## src/rtl/i2s_slave_rx.sv

```systemverilog
// I2S slave receiver: oversamples external SCLK/LRCLK/SDATA on clk, deserialises stereo frames
// and presents {left,right} on a valid/ready port. Define I2S_RX_OVERRUN_CNT_EN for an overrun counter.
module i2s_slave_rx #(
  parameter int SAMPLE_BITS = 24
) (
  input  logic                       clk,
  input  logic                       rst,
  input  logic                       enable,
  input  logic                       i2s_sclk,
  input  logic                       i2s_lrclk,
  input  logic                       i2s_sdata,
  output logic [2*SAMPLE_BITS-1:0]   out_data,
  output logic                       out_valid,
  input  logic                       out_ready,
  output logic                       overrun,
`ifdef I2S_RX_OVERRUN_CNT_EN
  input  logic                       overrun_clr,
  output logic [7:0]                 overrun_count,
`endif
  output logic                       frame_err
);

  localparam int CNT_W = $clog2(SAMPLE_BITS + 1);
  localparam logic [CNT_W-1:0] CNT_FULL = CNT_W'(SAMPLE_BITS);
  localparam logic [CNT_W-1:0] CNT_LAST = CNT_W'(SAMPLE_BITS - 1);

  localparam logic [1:0] ST_HUNT  = 2'd0;
  localparam logic [1:0] ST_CAP_L = 2'd1;
  localparam logic [1:0] ST_CAP_R = 2'd2;

  logic [2:0]               sclk_sync_q, sclk_sync_d;
  logic [1:0]               lrclk_sync_q, lrclk_sync_d;
  logic [1:0]               sdata_sync_q, sdata_sync_d;
  logic                     lr_prev_q, lr_prev_d;
  logic [1:0]               state_q, state_d;
  logic [CNT_W-1:0]         cnt_q, cnt_d;
  logic [SAMPLE_BITS-1:0]   shift_q, shift_d;
  logic [SAMPLE_BITS-1:0]   left_q, left_d;
  logic [2*SAMPLE_BITS-1:0] out_data_q, out_data_d;
  logic                     out_valid_q, out_valid_d;
  logic                     overrun_q, overrun_d;
  logic                     frame_err_q, frame_err_d;
`ifdef I2S_RX_OVERRUN_CNT_EN
  logic [7:0]               overrun_count_q, overrun_count_d;
`endif

  logic                     sample;
  logic                     lr;
  logic                     bit_in;
  logic                     boundary;
  logic                     capture;
  logic                     word_done;
  logic                     frame_done;
  logic [SAMPLE_BITS-1:0]   shift_next;

  // Synchroniser chains; sclk carries one extra stage so a rising edge is seen as {1,0}.
  always_comb begin
    sclk_sync_d  = {sclk_sync_q[1:0], i2s_sclk};
    lrclk_sync_d = {lrclk_sync_q[0], i2s_lrclk};
    sdata_sync_d = {sdata_sync_q[0], i2s_sdata};
  end

  always_comb begin
    sample     = sclk_sync_q[1] & ~sclk_sync_q[2];
    lr         = lrclk_sync_q[1];
    bit_in     = sdata_sync_q[1];
    boundary   = sample & (lr != lr_prev_q);
    capture    = sample & ~boundary & (state_q != ST_HUNT) & (cnt_q < CNT_FULL);
    word_done  = capture & (cnt_q == CNT_LAST);
    shift_next = {shift_q[SAMPLE_BITS-2:0], bit_in};
    frame_done = enable & word_done & (state_q == ST_CAP_R);
  end

  always_comb begin
    lr_prev_d   = sample ? lr : lr_prev_q;
    state_d     = state_q;
    cnt_d       = cnt_q;
    shift_d     = shift_q;
    left_d      = left_q;
    out_data_d  = out_data_q;
    out_valid_d = out_valid_q;
    overrun_d   = 1'b0;
    frame_err_d = 1'b0;

    // The boundary bit itself is the I2S one-bit delay slot and is never shifted in.
    if (!enable) begin
      state_d = ST_HUNT;
      cnt_d   = '0;
    end else if (boundary) begin
      cnt_d = '0;
      case (state_q)
        ST_HUNT: begin
          if (!lr) state_d = ST_CAP_L;
        end
        ST_CAP_L: begin
          if (cnt_q == CNT_FULL) begin
            state_d = ST_CAP_R;
          end else begin
            state_d     = ST_HUNT;
            frame_err_d = 1'b1;
          end
        end
        ST_CAP_R: begin
          if (cnt_q == CNT_FULL) begin
            state_d = ST_CAP_L;
          end else begin
            state_d     = ST_HUNT;
            frame_err_d = 1'b1;
          end
        end
        default: state_d = ST_HUNT;
      endcase
    end else if (capture) begin
      shift_d = shift_next;
      cnt_d   = cnt_q + 1'b1;
      if (word_done && (state_q == ST_CAP_L)) left_d = shift_next;
    end

    // A completed frame may replace the held one only if the consumer takes it this cycle.
    if (frame_done) begin
      if (!out_valid_q || out_ready) begin
        out_data_d  = {left_q, shift_next};
        out_valid_d = 1'b1;
      end else begin
        overrun_d = 1'b1;
      end
    end else if (out_valid_q && out_ready) begin
      out_valid_d = 1'b0;
    end
  end

`ifdef I2S_RX_OVERRUN_CNT_EN
  always_comb begin
    overrun_count_d = overrun_count_q;
    if (overrun_clr) begin
      overrun_count_d = {7'd0, overrun_d};
    end else if (overrun_d && (overrun_count_q != 8'hFF)) begin
      overrun_count_d = overrun_count_q + 8'd1;
    end
  end
`endif

  always_ff @(posedge clk) begin
    if (rst) begin
      sclk_sync_q  <= '0;
      lrclk_sync_q <= '0;
      sdata_sync_q <= '0;
      lr_prev_q    <= 1'b0;
      state_q      <= ST_HUNT;
      cnt_q        <= '0;
      out_data_q   <= '0;
      out_valid_q  <= 1'b0;
      overrun_q    <= 1'b0;
      frame_err_q  <= 1'b0;
`ifdef I2S_RX_OVERRUN_CNT_EN
      overrun_count_q <= '0;
`endif
    end else begin
      sclk_sync_q  <= sclk_sync_d;
      lrclk_sync_q <= lrclk_sync_d;
      sdata_sync_q <= sdata_sync_d;
      lr_prev_q    <= lr_prev_d;
      state_q      <= state_d;
      cnt_q        <= cnt_d;
      out_data_q   <= out_data_d;
      out_valid_q  <= out_valid_d;
      overrun_q    <= overrun_d;
      frame_err_q  <= frame_err_d;
`ifdef I2S_RX_OVERRUN_CNT_EN
      overrun_count_q <= overrun_count_d;
`endif
    end
  end

  // Sample datapath carries no reset; the counter and FSM decide when it is meaningful.
  always_ff @(posedge clk) begin
    shift_q <= shift_d;
    left_q  <= left_d;
  end

  assign out_data  = out_data_q;
  assign out_valid = out_valid_q;
  assign overrun   = overrun_q;
  assign frame_err = frame_err_q;
`ifdef I2S_RX_OVERRUN_CNT_EN
  assign overrun_count = overrun_count_q;
`endif

endmodule

```

## config.mk

```make
export PLATFORM = sky130hd
export DESIGN_NAME = i2s_slave_rx
export DESIGN_NICKNAME = d
export VERILOG_FILES = /design/src/rtl/i2s_slave_rx.sv
export SDC_FILE = /design/constraint.sdc
export NUM_CORES = 1
export LEC_CHECK = 0
export ABC_AREA = 1
export CAP_MARGIN = 30
export CORE_ASPECT_RATIO = 1.4
export CORE_MARGIN = 2
export CORE_UTILIZATION = 40
export CTS_BUF_LIST = sky130_fd_sc_hd__clkbuf_2
export DETAILED_ROUTE_END_ITERATION = 6
export SLEW_MARGIN = 15
export SYNTH_ARGS = -nofsm -noshare
export SYNTH_HDL_FRONTEND = slang
export SYNTH_SLANG_ARGS = --single-unit
export TNS_END_PERCENT = 30
```

## constraint.sdc

```tcl
create_clock -name clk -period 8.6 [get_ports clk]
set_input_delay 0.86 -clock clk [delete_from_list [all_inputs] [get_ports clk]]
set_output_delay 0.86 -clock clk [all_outputs]
set_load 0.05 [all_outputs]
```

==> flow_metrics.py, run 1 <==
metrics = {
    "sta": {
        "drv_slew": 0,
        "fin_tns_setup_ns": 0,
        "period_share": 0.3150,
        "fin_skew_ns": 0.02487,
        "hold_ws_ns": 0.4127,
        "slew_headroom": 0.4256,
        "tightest_slew_ns": 0.8603,
        "hold_viol_final": 0,
        "rsz0062_at_grt": "false",
        "finalSetupViolations": 0,
        "fmax_ghz": 0.3691,
        "min_period_ns": 2.709,
    },
    "clock_network": {
        "clock-sinks": 113,
        "cts.clk_slew.worst_paths_ns": 0.16,
        "cts_hold_buf": 0,
        "ctsRootBufferMaster": "clkbuf_2",
        "clockBufferDepth": 2,
        "tritoncts": "yes",
        "cts_repair_resize_count": 0,
        "insertion_delay_ns": 0.63,
        "cts_setup_buffers": 0,
        "cts_max_level": 4,
        "cts_buffers": 17,
    },
    "global_routing": {
        "grt_pass1_wl_um": 12050,
        "grt_overflow_total": 0,
        "grtUsageTotal": 0.1344,
        "grt_pass1_vias": 2602,
        "antenna_found_initial": 0,
        "grt_max_degree": 53,
    },
    "die": {
        "core_area_mm2": 0.01029,
        "initial_utilization": 0.4081,
        "rows": 44,
        "die_area_mm2": 0.01135,
        "die_y_um": 125.3,
        "io_pins": 58,
        "die-width_um": 90.62,
    },
    "synth": {
        "synth.distinct_cells": 21,
        "ys.flop_type": "dfxtp_1",
        "syn_area_mm2": 0.004202,
        "ys_warn_count": 0,
        "postSynthCellCount": 465,
        "synth-seq-cells": 113,
        "yosysSeqAreaShare": 0.6504,
        "async_flop_share": 0,
        "avgSynthCellArea_um2": 9.036,
        "syn-num-nets": 478,
        "synth_edf_count": 47,
    },
    "setup_path": {
        "cp.arrival_ns": 1.85,
        "path_buf_inv": 1,
        "path_class": "reg2out",
        "rr_startpoint": "state_q[0]",
        "required_ns": 7.74,
        "critPathLaunchType": "register",
        "cp_cell_sequence": "clkdlybuf4s50_1",
        "worstReg2RegEnd": "out_data[25]",
        "cp_top_family": "buffers and inverters",
        "critPathSlowestCell": "clkdlybuf4s50_1",
        "slowest_delay_ns": 0.82,
        "reg2reg_depth": 10,
        "crit_path_max_fanout": 2,
        "endpoint_kind": "output port",
        "r2r_slack_ns": 6.09,
    },
    "cells_and_area": {
        "nets": 541,
        "syn2layout_area_growth_pct": 20.99,
        "finalCoreUtilization": 0.4938,
        "diodes": 0,
        "drive_gt1_frac": 0.06667,
    },
    "detailed_routing": {
        "wl_per_cell_um": 10.74,
        "dr.pass1.iters": 4,
        "drt-total-wl_um": 7281,
        "drt_iter0_drc": 158,
        "vias": 2890,
        "drc": 0,
        "vias_per_cell": 4.263,
        "drt.antenna.violating_nets": 0,
    },
    "hold_path": {
        "hold_depth": 2,
        "hold_end": "lrclk_sync_q[1]",
        "hold_class": "reg2reg",
        "holdCritStartpoint": "lrclk_sync_q[0]",
    },
    "placement": {
        "gp_congestion": 0.8229,
        "numPortBuffers": 57,
        "hpwl_um": 4548,
    },
    "power": {
        "power_density_mw_per_mm2": 173.6,
        "leakagePower_nw": 2.204,
        "ir_drop_mv": 0.08303,
    },
    "run": {
        "max_cap_violations": 0,
    },
    "run_status": {
        "status": "finished clean",
    },
}
-- through the flow --
step	setup WS [ns]	std cells	power (mW)	instance area, µm²
after CTS	5.807	678	0.8971	5084
after global placement	5.664	646	0.5799	4867
after detailed placement	5.718	647	0.5801	4882
after global routing	5.766	678	0.9213	5084
after floorplan	5.426	465	0.5753	4202
final	5.891	678	0.8824	5084
-- cell usage after synthesis (4+ instances only) --
| master | instances | area share |
|---|---|---|
| nand2_1 | 115 | 0.10 |
| inv_1 | 74 | 0.066 |
| a21oi_1 | 8 | 0.0095 |
| edfxtp_1 | 47 | 0.34 |
| dfxtp_1 | 66 | 0.31 |
| nand3_1 | 7 | 0.0083 |
| o21ai_0 | 4 | 0.0048 |
| buf_2 | 5 | 0.0060 |
| clkbuf_1 | 6 | 0.0054 |
| ha_1 | 6 | 0.018 |
| buf_6 | 5 | 0.013 |
| nor2_1 | 113 | 0.10 |
-- where the power goes --
part,total [mW],leakage [nW],switching (mW),internal [mW]
clock network,0.314,0.140,0.181,0.133
registers,0.556,0.955,0.000826,0.556
logic,0.0119,1.11,0.00794,0.00392
-- flip-flops by register name (all words and copies together), names as in the netlist, 2 cells and up --
register      cells
shift_q          23
out_data         48
left_q           24
sdata_sync_q      2
lrclk_sync_q      2
sclk_sync_q       3
cnt_q             5
state_q           2
-- cells by family after synthesis --
logic type,Yosys count,synth area share
buffers and inverters,92,0.09261
flip-flops,113,0.6504
AND/OR/NAND/NOR,241,0.2230
adder cells (fa/ha/maj),6,0.01787
AO/OA/AOI/OAI,13,0.01608
-- area by class of cell --
type | count | area [µm²]
sequential | 113 | 2733
inverter | 76 | 285.3
multi-input combinational | 260 | 1091
tap | 138 | 172.7
clock buffer | 22 | 110.1
fill | 1006 | 5211
timing repair buffer | 60 | 600.6
clock inverter | 9 | 91.34
-- worst max-delay path by stage --
stage,start,to,slack [ns],cells past startpoint
floorplan,state_q[0],left_q[0],5.43,6
global route,out_data[24],out_data[24],5.77,1
finish,out_data[24],out_data[24],5.89,1
detailed placement,out_ready,out_data[3],5.72,8
CTS,out_data[6],out_data[6],5.81,1
global placement,enable,left_q[11],5.66,4
-- cell usage in the layout, fill, tap and decap left out --
master | Yosys | final
a211oi_1 | 1 | 1
a21oi_1 | 8 | 8
and3_1 | 1 | 1
buf_4 | 0 | 2
buf_8 | 0 | 1
bufinv_16 | 0 | 2
clkbuf_2 | 0 | 22
clkdlybuf4s50_1 | 0 | 57
clkinv_1 | 1 | 4
clkinv_2 | 0 | 4
dfxtp_1 | 66 | 66
edfxtp_1 | 47 | 47
ha_1 | 6 | 6
inv_1 | 74 | 74
inv_2 | 1 | 1
nand2_1 | 115 | 115
nand3_1 | 7 | 7
nand4_1 | 1 | 1
nand4_4 | 0 | 1
nor2_1 | 113 | 112
nor2_2 | 1 | 2
nor3_1 | 1 | 1
nor3_2 | 1 | 1
o21ai_0 | 4 | 4
-- routing by layer --
layer  vias up  share of wire  track usage
met1      1295           0.46       0.1605
met2        59           0.48       0.2169
li1       1526              -            -
met3        10          0.041      0.04940
met5         -              0            0
met4         0          0.016      0.05973
(Power assumes the default switching activity.)
==> run 2, diff against run 1 <==
==> constraint.sdc (replaced) <==
create_clock -name clk -period 2.4 [get_ports clk]
set_input_delay 0.24 -clock clk [delete_from_list [all_inputs] [get_ports clk]]
set_output_delay 0.24 -clock clk [all_outputs]
set_load 0.05 [all_outputs]
==> run 2 against run 1 <==
Against the previous run: first-iteration DRC count is 22% lower; cell area is 0.42% lower; routed wire length is 3.0% lower; worst hold slack worse by 0.32 ns; critical path type is now reg2reg.
==> flow_metrics.py, run 2 (synthesis results as in run 1) <==
metrics = {
    "run_status": {
        "status": "finished clean",
    },
    "setup_path": {
        "required_ns": 2.68,
        "critPathSlowestCell": "and3_2",
        "cp_top_family": "simple AND/OR/NAND/NOR gates",
        "cp.arrival_ns": 2.42,
        "rr_startpoint": "state_q[0]",
        "endpoint_kind": "register",
        "crit_path_max_fanout": 24,
        "slowest_delay_ns": 0.57,
        "r2r_slack_ns": 0.27,
        "worstReg2RegEnd": "left_q[4]",
        "reg2reg_depth": 6,
        "path_class": "reg2reg",
        "critPathLaunchType": "register",
        "cp_cell_sequence": "inv_1, ha_1, nor2_1, nand3_1, nor2_4, and3_2",
        "path_buf_inv": 1,
    },
    "global_routing": {
        "grt_max_degree": 53,
        "grtUsageTotal": 0.1319,
        "antenna_found_initial": 0,
        "grt_overflow_total": 0,
        "grt_pass1_vias": 2618,
        "grt_pass1_wl_um": 11680,
    },
    "die": {
        "rows": 44,
        "initial_utilization": 0.4081,
        "die_area_mm2": 0.01135,
        "die_y_um": 125.3,
        "die-width_um": 90.62,
        "core_area_mm2": 0.01029,
        "io_pins": 58,
    },
    "power": {
        "leakagePower_nw": 2.185,
        "total_power_mw": 2.952,
        "ir_drop_mv": 0.2966,
        "power_density_mw_per_mm2": 583.2,
    },
    "cells_and_area": {
        "finalCoreUtilization": 0.4917,
        "final_common_cell": "nand2_1",
        "largest_reg_flops": 48,
        "nets": 543,
        "final_cells": 681,
        "diodes": 0,
        "drive_gt1_frac": 0.06630,
        "layout_common_cells": "115 x nand2_1, 112 x nor2_1, 74 x inv_1, 66 x dfxtp_1, 57 x clkdlybuf4s50_1",
        "fill_cells": 1002,
        "seq_area_mm2": 0.002733,
        "multi_input_area_mm2": 0.001097,
        "syn2layout_area_growth_pct": 20.49,
    },
    "clock_network": {
        "clock-sinks": 113,
        "cts_max_level": 4,
        "cts_repair_resize_count": 0,
        "cts_hold_buf": 0,
        "ctsRootBufferMaster": "clkbuf_2",
        "cts_buffers": 17,
        "insertion_delay_ns": 0.64,
        "clockBufferDepth": 2,
        "tritoncts": "yes",
        "cts.clk_slew.worst_paths_ns": 0.15,
        "cts_setup_buffers": 0,
    },
    "sta": {
        "fin_skew_ns": 0.01702,
        "hold_viol_final": 0,
        "fmax_ghz": 0.4689,
        "min_period_ns": 2.133,
        "drv_slew": 0,
        "finalSetupViolations": 0,
        "rsz0062_at_grt": "false",
        "fin_tns_setup_ns": 0,
        "period_share": 0.8887,
        "tightest_slew_ns": 0.5804,
        "slew_headroom": 0.6131,
    },
    "hold_path": {
        "hold_end": "sclk_sync_q[0]",
        "hold_depth": 3,
        "hold_class": "in2reg",
        "holdCritStartpoint": "i2s_sclk",
    },
    "run": {
        "max_cap_violations": 0,
    },
    "placement": {
        "numPortBuffers": 57,
        "placedCellCount": 649,
        "gp_congestion": 0.7470,
        "hpwl_um": 4391,
    },
    "detailed_routing": {
        "drt_iter0_drc": 124,
        "drc": 0,
        "vias_per_cell": 4.184,
        "drt.antenna.violating_nets": 0,
        "vias": 2849,
        "dr.pass1.iters": 4,
        "wl_per_cell_um": 10.37,
        "drt-total-wl_um": 7060,
    },
}
[run 2: area by class of cell]
cell class              instances  area share
flip-flops and latches        113      0.5398
multi-input cells             260      0.2168
repair buffers                 62      0.1226
inverters                      76     0.05635
well taps                     138     0.03411
clock buffers                  21     0.02076
clock inverters                11    0.009639
[run 2: worst max path at each step]
| stage | from | end | slack (ns) | cells after the start |
|---|---|---|---|---|
| CTS | out_data[24] | out_data[24] | 0.22 | 1 |
| floorplan | state_q[0] | left_q[0] | 0.12 | 6 |
| global route | state_q[0] | left_q[8] | 0.07 | 6 |
| finish | state_q[0] | left_q[4] | 0.27 | 6 |
| global placement | state_q[0] | left_q[10] | 0.33 | 6 |
| detailed placement | state_q[0] | left_q[8] | 0.28 | 6 |
[run 2: per-layer routing]
| layer | vias up | track usage | wire (µm) |
|---|---|---|---|
| li1 | 1533 | - | - |
| met1 | 1239 | 0.1497 | 3226 |
| met2 | 64 | 0.2098 | 3299 |
| met3 | 13 | 0.05482 | 394 |
| met4 | 0 | 0.07330 | 140 |
| met5 | - | 0 | 0 |
[run 2: stage by stage]
step | setup WS (ns) | cell area, µm² | hold slack (ns)
after floorplan | 0.1187 | 4210 | 0.3470
after global placement | 0.3322 | 4908 | 0.3902
after detailed placement | 0.2840 | 4908 | 0.3953
after CTS | 0.2167 | 5062 | 0.01839
after global routing | 0.07440 | 5062 | 0.02279
final | 0.2671 | 5062 | 0.09436
[run 2: worst min-delay path, delay by kind of cell]
family | cells | cell delay [ns]
buffers and inverters | 2 | 0.44
and+or+nand+nor | 1 | 0.03
[run 2: power breakdown]
part           internal, mW  switching [mW]  total, mW
registers              1.99         0.00268       1.99
clock network         0.255           0.655      0.911
logic                0.0184          0.0298     0.0482
==> RTL edit: new RTL, flow settings as in run 1 <==
The parameter `SAMPLE_BITS` goes from 24 to 36.
--- a/src/rtl/i2s_slave_rx.sv
+++ b/src/rtl/i2s_slave_rx.sv
@@ -3,3 +3,3 @@
 module i2s_slave_rx #(
-  parameter int SAMPLE_BITS = 24
+  parameter int SAMPLE_BITS = 36
 ) (
Ports: changed (resized out_data); port bits go from 58 to 82. The function was not compared with the original's and may differ.
==> RTL edit against run 1 <==
- routed wire length rose by 58%
- synthesized area is 47% higher
- sequential share of layout area shrank 0.41 points
- sequential power is 44% higher
- maximum frequency is 2.7% lower
- final cell count grew 38%
- setup slack worse by 0.074 ns
- first-iteration DRC count grew 60%
- total power increased by 44%
- sequential cell count rose by 49
- final area rose by 46%
- synthesized cell count up 43%
- worst hold slack better by 0.011 ns
- largest cell class unchanged
- largest power group unchanged
- highest routed layer unchanged
==> RTL edit: results (changes against run 1) <==
set qor(status) {completed} ;# unchanged
set qor(synth.top_cells.by_area) {sky130_fd_sc_hd__edfxtp_1 (34%), sky130_fd_sc_hd__dfxtp_1 (29%), sky130_fd_sc_hd__nand3_1 (6.5%)} ;# was sky130_fd_sc_hd__edfxtp_1 (34%), sky130_fd_sc_hd__dfxtp_1 (31%), sky130_fd_sc_hd__nand2_1 (10%)
set qor(detailedRoute.firstPassIterationCount) 4 ;# unchanged
set qor(grt_first_pass_wirelength_um) 19400 ;# was 12,000 um
set qor(route.met3.wl_um) 498 ;# was 296 um
set qor(mapped_nets) 676 ;# was 478
set qor(clkLatencyLatePin_ns) 0.69 ;# was 0.63 ns
set qor(met1_length_um) 5650 ;# was 3350 um
set qor(yosys-top-cells-count) {sky130_fd_sc_hd__inv_1 (98), sky130_fd_sc_hd__nand2_1 (93), sky130_fd_sc_hd__dfxtp_1 (91)} ;# was sky130_fd_sc_hd__nand2_1 (115), sky130_fd_sc_hd__nor2_1 (113), sky130_fd_sc_hd__inv_1 (74)
set qor(global_route.usage.total) 0.150 ;# was 0.134
set qor(clock_transition_at_path_regs_ns) 0.21 ;# was 0.16 ns
set qor(min-delay-start) {sclk_sync_q[0]} ;# was lrclk_sync_q[0]
set qor(path_depth_of_the_worst_reg2reg_path) 11 ;# was 10
set qor(avgRoutedWirePerCell_um) 12.3 ;# was 10.7 um
set qor(synth.top_cell.area_share) 0.344 ;# was 0.336
set qor(crit_path_max_incr_delay_ns) 0.82 ;# about the same
set qor(fin_worst_skew_ns) 0.0288 ;# was 0.0249 ns
set qor(timing.hold.worst_endpoint) {sclk_sync_q[1]} ;# was lrclk_sync_q[1]
set qor(dp_cells) 900 ;# was 647
set qor(gp_congestion) 0.830 ;# was 0.823
set qor(synth_cell_type_count) 24 ;# was 21
set qor(area.growth.synth_to_final_pct) 19.7 ;# was 21.0%
set qor(worst-endpoint-arrival_ns) 1.92 ;# was 1.85 ns
set qor(num-fill-cells) 1423 ;# was 1,006
set qor(critPathLaunch) {out_valid} ;# was out_data[24]
set qor(grt_pass1_vias) 4056 ;# was 2,602
set qor(share_of_cells_above_drive_strength_1) 0.0606 ;# was 0.0667
set qor(synth-edff-count) 71 ;# was 47
set qor(irDropWorstVdd_mv) 0.0948 ;# was 0.0830 mV
set qor(setup.reg_to_reg.worst_slack_ns) 5.91 ;# was 6.09 ns
set qor(timing_worst_slew_pin_value_ns) 0.933 ;# was 0.860 ns
set qor(regToRegEndpoint) {out_data[29]} ;# was out_data[25]
set qor(grt_start_max_net_pins) 99 ;# was 53
set qor(num-nets-final) 742 ;# was 541
set qor(power.static_leakage_uw) 0.00292 ;# was 0.00220 uW
set qor(dp_hpwl_um) 7300 ;# was 4550 um
set qor(detailroute.wirelength.met2_um) 5180 ;# was 3520 um
set qor(grt_antenna_before_repair) 1 ;# was 0
set qor(via_count) 4364 ;# was 2,890
set qor(largest_reg_flops) 72 ;# was 48
RTL edit: cell families (layout without fill, tap and decap cells):
kind of cell | count (synthesis) | count (layout) | synth area share
xor+xnor | 1 | 1 | 0.00141
buf+inv | 139 | 218 | 0.0933
fa+ha+maj | 6 | 6 | 0.0121
other cells | 0 | 1 | 0
compound gates | 85 | 85 | 0.0695
flops | 162 | 162 | 0.639
simple gates | 270 | 270 | 0.185
RTL edit: per-layer routing:
layer	GRT usage	vias up
li1	-	2267
met1	0.209	1991
met2	0.220	92
met3	0.0430	14
met4	0.0583	0
met5	0	-
RTL edit: how the worst max path moves through the flow:
stage / depth (start not counted) / slack (ns) / end
finish: 1 / 5.82 / out_valid
global route: 11 / 5.63 / out_data[66]
CTS: 11 / 5.27 / out_data[64]
detailed placement: 7 / 4.95 / out_data[44]
global placement: 7 / 4.98 / out_data[1]
floorplan: 9 / 5.41 / left_q[0]
RTL edit: through the flow:
stage	area, um^2	setup slack, ns	hold WS [ns]	power, uW	util
2_1_floorplan	6190	5.41	0.388	831	-
6_report	7410	5.82	0.423	1270	0.492
3_5_place_dp	7080	4.95	0.405	838	0.470
3_3_place_gp	7080	4.98	0.395	837	0.470
4_1_cts	7360	5.27	0.429	1290	0.489
5_1_grt	7410	5.63	0.454	1330	0.492
RTL edit: cell type report:
| type | count | area share |
|---|---|---|
| Clock buffer | 19 | 0.0128 |
| Timing Repair Buffer | 87 | 0.120 |
| Clock inverter | 13 | 0.0250 |
| Antenna cell | 1 | 0.000338 |
| Sequential cell | 162 | 0.533 |
| Inverter | 99 | 0.0501 |
| Tap cell | 192 | 0.0324 |
| Multi-Input combinational cell | 362 | 0.226 |
RTL edit: power by group:
part	switching [uW]	internal, uW	total (uW)
Clock	258	194	453
Sequential	0.797	799	800
Combinational	13.7	8.10	21.8
Total	273	1000	1270
